==> config.mk <==
export PLATFORM = sky130hd
export DESIGN_NAME = fwd_unit
export DESIGN_NICKNAME = d
export VERILOG_FILES = /design/src/rtl/dp_pkg.sv /design/src/rtl/fwd_port_sel.sv /design/src/rtl/fwd_unit.sv
export SDC_FILE = /design/constraint.sdc
export NUM_CORES = 1
export LEC_CHECK = 0
export CAP_MARGIN = 0
export CORE_AREA = 2 2 84 86
export DETAILED_ROUTE_END_ITERATION = 12
export DIE_AREA = 0 0 86 88
export HOLD_SLACK_MARGIN = 0.02
export PLACE_DENSITY = 0.69
export SYNTH_ARGS = -nofsm -noshare
export SYNTH_HDL_FRONTEND = slang
export SYNTH_SLANG_ARGS = --single-unit
==> constraint.sdc <==
create_clock -name clk -period 2.1 [get_ports clk]
set_input_delay 0.42 -clock clk [delete_from_list [all_inputs] [get_ports clk]]
set_output_delay 0.42 -clock clk [all_outputs]
set_load 0.05 [all_outputs]
==> src/rtl/dp_pkg.sv <==
// Shared datapath types: result-kind encoding and the in-flight tag slot
// tracked by the forwarding unit.
package dp_pkg;

    // Upper bound on register-address width; slot dests are stored zero-extended to this.
    localparam int SLOT_RW = 8;

    typedef enum logic [1:0] {
        KIND_ALU_LO = 2'b00,
        KIND_ALU_HI = 2'b01,
        KIND_LOAD   = 2'b10,
        KIND_RSVD   = 2'b11
    } kind_t;

    typedef struct packed {
        logic               valid;
        logic [SLOT_RW-1:0] dest;
        kind_t              kind;
    } slot_t;

endpackage

==> src/rtl/fwd_port_sel.sv <==
// One operand channel: matches its source register against the EX and MEM
// tag slots and picks register-file data, an EX result half, or MEM data.
module fwd_port_sel
    import dp_pkg::*;
#(
    parameter int DW       = 16,
    parameter int RW       = 4,
    parameter bit ZERO_REG = 1'b1
) (
    input  logic            id_valid,
    input  logic [RW-1:0]   src,
    input  logic [DW-1:0]   rf_data,
    input  slot_t           ex_slot,
    input  slot_t           mem_slot,
    input  logic [2*DW-1:0] ex_result,
    input  logic [DW-1:0]   mem_data,
    output logic [DW-1:0]   op,
    output logic            hazard
);

    logic [SLOT_RW-1:0] src_ext;
    logic               zero_src;
    logic               ex_match;
    logic               mem_match;
    logic [1:0]         mem_kind_unused;

    assign src_ext   = SLOT_RW'(src);
    assign zero_src  = ZERO_REG && (src == '0);
    assign ex_match  = ex_slot.valid  && (ex_slot.dest  == src_ext) && id_valid && !zero_src;
    assign mem_match = mem_slot.valid && (mem_slot.dest == src_ext) && id_valid && !zero_src;

    // MEM data is already the final write-back value, so its kind is irrelevant here.
    assign mem_kind_unused = mem_slot.kind;

    always_comb begin
        op     = rf_data;
        hazard = 1'b0;
        if (ex_match) begin
            case (ex_slot.kind)
                KIND_ALU_HI: op     = ex_result[2*DW-1:DW];
                KIND_LOAD:   hazard = 1'b1;
                default:     op     = ex_result[DW-1:0];
            endcase
        end else if (mem_match) begin
            op = mem_data;
        end
    end

endmodule

==> src/rtl/fwd_unit.sv <==
// ID-stage operand forwarding and load-use interlock: keeps the EX/MEM tag
// pipeline and steers NPORTS operands from the youngest in-flight producer.
module fwd_unit
    import dp_pkg::*;
#(
    parameter int DW       = 16,
    parameter int RW       = 4,
    parameter int NPORTS   = 2,
    parameter bit ZERO_REG = 1'b1
) (
    input  logic                 clk,
    input  logic                 rst_n,
    input  logic                 id_valid,
    input  logic [NPORTS*RW-1:0] id_src,
    input  logic [NPORTS*DW-1:0] id_rf_data,
    input  logic                 id_wr_en,
    input  logic [RW-1:0]        id_dest,
    input  logic [1:0]           id_kind,
    input  logic                 flush,
    input  logic [2*DW-1:0]      ex_result,
    input  logic [DW-1:0]        mem_data,
    output logic [NPORTS*DW-1:0] op_out,
    output logic                 stall
);

    slot_t             ex_q;
    slot_t             mem_q;
    slot_t             ex_d;
    logic [NPORTS-1:0] hazard;

    for (genvar p = 0; p < NPORTS; p++) begin : g_port
        fwd_port_sel #(
            .DW       (DW),
            .RW       (RW),
            .ZERO_REG (ZERO_REG)
        ) u_sel (
            .id_valid  (id_valid),
            .src       (id_src[p*RW +: RW]),
            .rf_data   (id_rf_data[p*DW +: DW]),
            .ex_slot   (ex_q),
            .mem_slot  (mem_q),
            .ex_result (ex_result),
            .mem_data  (mem_data),
            .op        (op_out[p*DW +: DW]),
            .hazard    (hazard[p])
        );
    end

    assign stall = |hazard;

    // A stalled or flushed instruction enters EX as a bubble; ID is held upstream.
    always_comb begin
        ex_d       = '0;
        ex_d.valid = id_valid & id_wr_en & ~stall & ~flush;
        ex_d.dest  = SLOT_RW'(id_dest);
        ex_d.kind  = kind_t'(id_kind);
    end

    always_ff @(posedge clk or negedge rst_n) begin
        if (!rst_n) begin
            ex_q  <= '0;
            mem_q <= '0;
        end else begin
            mem_q <= ex_q;
            ex_q  <= ex_d;
        end
    end

endmodule

==> results.txt <==
----------------------------------------------------
[Status]
  Status ... finished with violations
  Violations in the final reports ... negative setup slack

[Critical path]
  R2R setup slack ... 0.69 ns
  Delay contributed by the slowest stage of the critical path ... 0.61 ns
  List of cells traversed by the critical path ... xor2_1 -> or4_4 -> buf_12 -> o21ai_2 -> a31oi_4 -> buf_6
  Critical path capture point type ... output port
  Critical Path Fanout Max ... 8
  Critical Path Slowest Stage Cell ... sky130_fd_sc_hd__or4_4
  Arrival time at the worst endpoint ... 2.05 ns
  Path type of the worst setup path ... flop to output port
  Number of cells traversed by the worst register-to-register path ... 5
  Worst path required time ... 1.68 ns
  Critical R2R Capture ... ex_q[10]
  Worst R2R Start ... ex_q[3]
  CP startpoint kind ... flop

[Die]
  DIE WIDTH ... 86 um
  Floorplan row count ... 30
  Die Y ... 88 um
  Core ar. ... 0.00664 mm^2
  Initial core utilization ... 29.4%
  Total Die Area ... 0.00757 mm^2
  Boundary pin count ... 132

[Hold path]
  Worst Hold End ... mem_q[10]
  Cell depth of the worst min-delay path ... 0
  Hold Path Class ... flop to flop
  Startpoint of the worst hold path ... ex_q[10]

[Power and ir drop]
  P_sw ... 0.000694 W
  Worst ir drop on vdd ... 0.421 mV
  Final total power ... 0.00159 W
  Areal power density over the cells ... 295 mW/mm^2
  Switching Share ... 43.7%
  Clock power share ... 12.3%
  Internal power consumption ... 0.000894 W
  Leakage power total ... 1.72 nW
  Gate power share ... 71.6%
  Sequential Power Share ... 16.1%

[CTS]
  Number of buffers inserted for hold repair after clock tree synthesis ... 0
  Bufs on Longest Clock Path ... 2
  Clock transition at the registers of the reported paths ... 0.05 ns
  Number of buffers inserted during clock tree synthesis ... 3
  Level count of the clock H-tree ... 1
  # clock sinks ... 12
  Clock Root Buffer ... sky130_fd_sc_hd__clkbuf_8
  Clock latency on the worst-skew pair ... 0.23 ns
  TritonCTS clock tree ... done

[GRT]
  Number of antenna violations at the first check in global routing ... 0
  Gr ovfl total ... 0
  Tot GR Track Use ... 30.5%
  Number of global-route vias before repair ... 3365
  Largest net degree at the start of global routing ... 33
  Wire length of the first global-routing pass ... 18100 um

[Place]
  Total half-perimeter wirelength after legalization and detailed placement ... 8200 um
  Routability congestion estimate ... 0.919
  Buffers added on ports ... 131

[Synthesis]
  Share of synthesized area occupied by flip-flops and latches ... 15.4%
  Number of enable flip-flop cells after synthesis ... 0
  Gate Count Post-Synth ... 309
  Library cell with the largest summed area after synthesis ... sky130_fd_sc_hd__dfrtp_1
  Top_reg_cell synth ... sky130_fd_sc_hd__dfrtp_1
  Yosys top cell area share ... 15.4%
  Register bit total from synthesis ... 12
  Share of flip-flops with an asynchronous set or reset ... 100%
  Total number of yosys warnings ... 0
  Netlist area before placement ... 0.00195 mm^2
  Top area cells in the synthesized netlist ... sky130_fd_sc_hd__dfrtp_1 (15%), sky130_fd_sc_hd__a21oi_1 (12%), sky130_fd_sc_hd__a31oi_1 (10%)
  Avg Inst Size Synth ... 6.32 um^2
  Mapped Nets ... 410
  Unique cell type count in the Yosys netlist ... 35

[STA]
  Ratio of final minimum period to clock period ... 117%
  Slew at the pin closest to its max-slew limit ... 0.524 ns
  Setup Viol. Count Final ... 33
  Final critical-path required period ... 2.47 ns
  Final sum of negative setup slack ... -9.07 ns
  Unrepaired setup endpoints after global routing ... true
  Maximum clock rate ... 0.406 GHz
  Worst slew margin relative to its limit ... 64.9%
  Setup slack after layout ... -0.366 ns
  Final Hold Violating Endpoints ... 0
  Max-slew violation total from the final report ... 0
  Post-Route Skew ... 0.00256 ns

[Routing]
  Number of vias after detailed routing ... 3488
  WL/cell ... 24.4 um
  Number of detailed-route iterations in the first pass ... 5
  Vias per cell ... 6.31
  Number of DRC violations after detailed routing ... 0
  Starting DRC count in detailed routing ... 256
  Count of nets left with antenna violations after detail routing ... 0
  Final WL ... 13500 um

[Final layout]
  Filler instances ... 373
  Layout overhead on the synthesized area ... 175%
  Total number of nets in the final design ... 576
  Number of inserted diodes ... 0
  Share of layout cells above drive strength 1 ... 54.5%

[Flow run]
  Maxcap violations ... 0

----------------------------------------------------
power groups by stage:
| stage | sequential, W | combinational, W | clock, W |
|---|---|---|---|
| after CTS | 0.000254 | 0.00101 | 0.000203 |
| after floorplan | 0.000255 | 0.000436 | 0 |
| final | 0.000256 | 0.00114 | 0.000195 |
| after global routing | 0.000257 | 0.00117 | 0.000217 |
| after detailed placement | 0.000257 | 0.000851 | 0 |
| after global placement | 0.000256 | 0.000843 | 0 |
Yosys cell counts (2+ instances only):
cell	n
sky130_fd_sc_hd__buf_2	10
sky130_fd_sc_hd__xor2_1	3
sky130_fd_sc_hd__a21oi_1	48
sky130_fd_sc_hd__buf_6	3
sky130_fd_sc_hd__clkbuf_1	14
sky130_fd_sc_hd__xnor2_1	10
sky130_fd_sc_hd__inv_1	2
sky130_fd_sc_hd__o21ai_1	12
sky130_fd_sc_hd__nand3_1	33
sky130_fd_sc_hd__nand4_2	2
sky130_fd_sc_hd__or2_1	2
sky130_fd_sc_hd__and2_1	3
sky130_fd_sc_hd__nor3_1	33
sky130_fd_sc_hd__nand2_1	35
sky130_fd_sc_hd__o21ai_0	20
sky130_fd_sc_hd__nor2b_1	16
sky130_fd_sc_hd__o21a_1	2
sky130_fd_sc_hd__dfrtp_1	12
sky130_fd_sc_hd__ha_1	2
sky130_fd_sc_hd__a31oi_1	32
cells by family after synthesis:
family                     count (synthesis)  share of synthesized area [%]
buffers and inverters                     30                           7.55
xor gates and xnor gates                  13                           5.83
DFF                                       12                           15.4
and+or+nand+nor                          132                           35.1
adders and majority gates                  2                           1.28
AOI/OAI and AO/OA                        120                           34.8
layout by cell type, fill, tap and decap left out, types with 15 or more instances in the layout:
master,n
sky130_fd_sc_hd__nand3_4,26
sky130_fd_sc_hd__buf_6,36
sky130_fd_sc_hd__a21oi_1,37
sky130_fd_sc_hd__a31oi_4,32
sky130_fd_sc_hd__buf_4,31
sky130_fd_sc_hd__o21ai_2,16
sky130_fd_sc_hd__nand2_1,35
sky130_fd_sc_hd__clkdlybuf4s50_1,89
sky130_fd_sc_hd__nor3_2,21
sky130_fd_sc_hd__buf_12,15
worst max-delay path: cells and delay by family (launching register included):
family	cells	cell delay, ns
AND/OR/NAND/NOR	1	0.61
flip-flops	1	0.40
AO/OA/AOI/OAI	2	0.29
XOR/XNOR	1	0.17
buffers and inverters	2	0.35
sequential cells by signal, indices dropped and copies added, names as in the netlist:
register / count
mem_q: 5
ex_q: 7
routing by layer:
layer	part of all wire [%]	GRT usage (%)
met5	0	0
met4	6.5	10.2
met3	6.8	3.11
met2	49	54.3
met1	37	38.6
how the worst max path moves through the flow:
stage                    from          to  slack [ns]  depth (start not counted)
finish               mem_q[5]   op_out[0]       -0.37                          6
global route         mem_q[4]   op_out[0]       -0.46                          8
CTS                  mem_q[5]  op_out[15]       -0.34                          7
detailed placement   id_valid  op_out[15]       -0.74                          7
global placement    id_src[0]   op_out[9]       -0.61                          7
floorplan           id_src[1]  op_out[10]       -0.13                          7
metrics by stage:
| step | area (um^2) | worst slack (ns) | std cells | hold slack, ns | util (%) |
|---|---|---|---|---|---|
| final | 5380 | -0.366 | 553 | 0.388 | 80.9 |
| after global routing | 5380 | -0.464 | 553 | 0.402 | 80.9 |
| after CTS | 5100 | -0.337 | 552 | 0.384 | 76.8 |
| after detailed placement | 4120 | -0.741 | 540 | 0.373 | 62.0 |
| after global placement | 4120 | -0.612 | 540 | 0.370 | 62.0 |
| after floorplan | 2480 | -0.131 | 309 | 0.124 | - |
layout make-up:
class	instances	area, um^2	area share, %
clock buffer	3	41.3	0.768
multi-input combinational	267	2840	52.9
sequential	12	300	5.59
inverter	2	7.51	0.140
tap	80	100	1.86
timing repair buffer	189	2080	38.7
what timing repair did:
action                                  CTS  global route
hold endpoints to repair                  0             0
buffers inserted                          5             1
cloned                                    4             3
gates resized for setup                 196            69
endpoints found under the setup margin   33            33
pin swaps                                41            19
No activity file was read; power rests on OpenSTA's default activity.
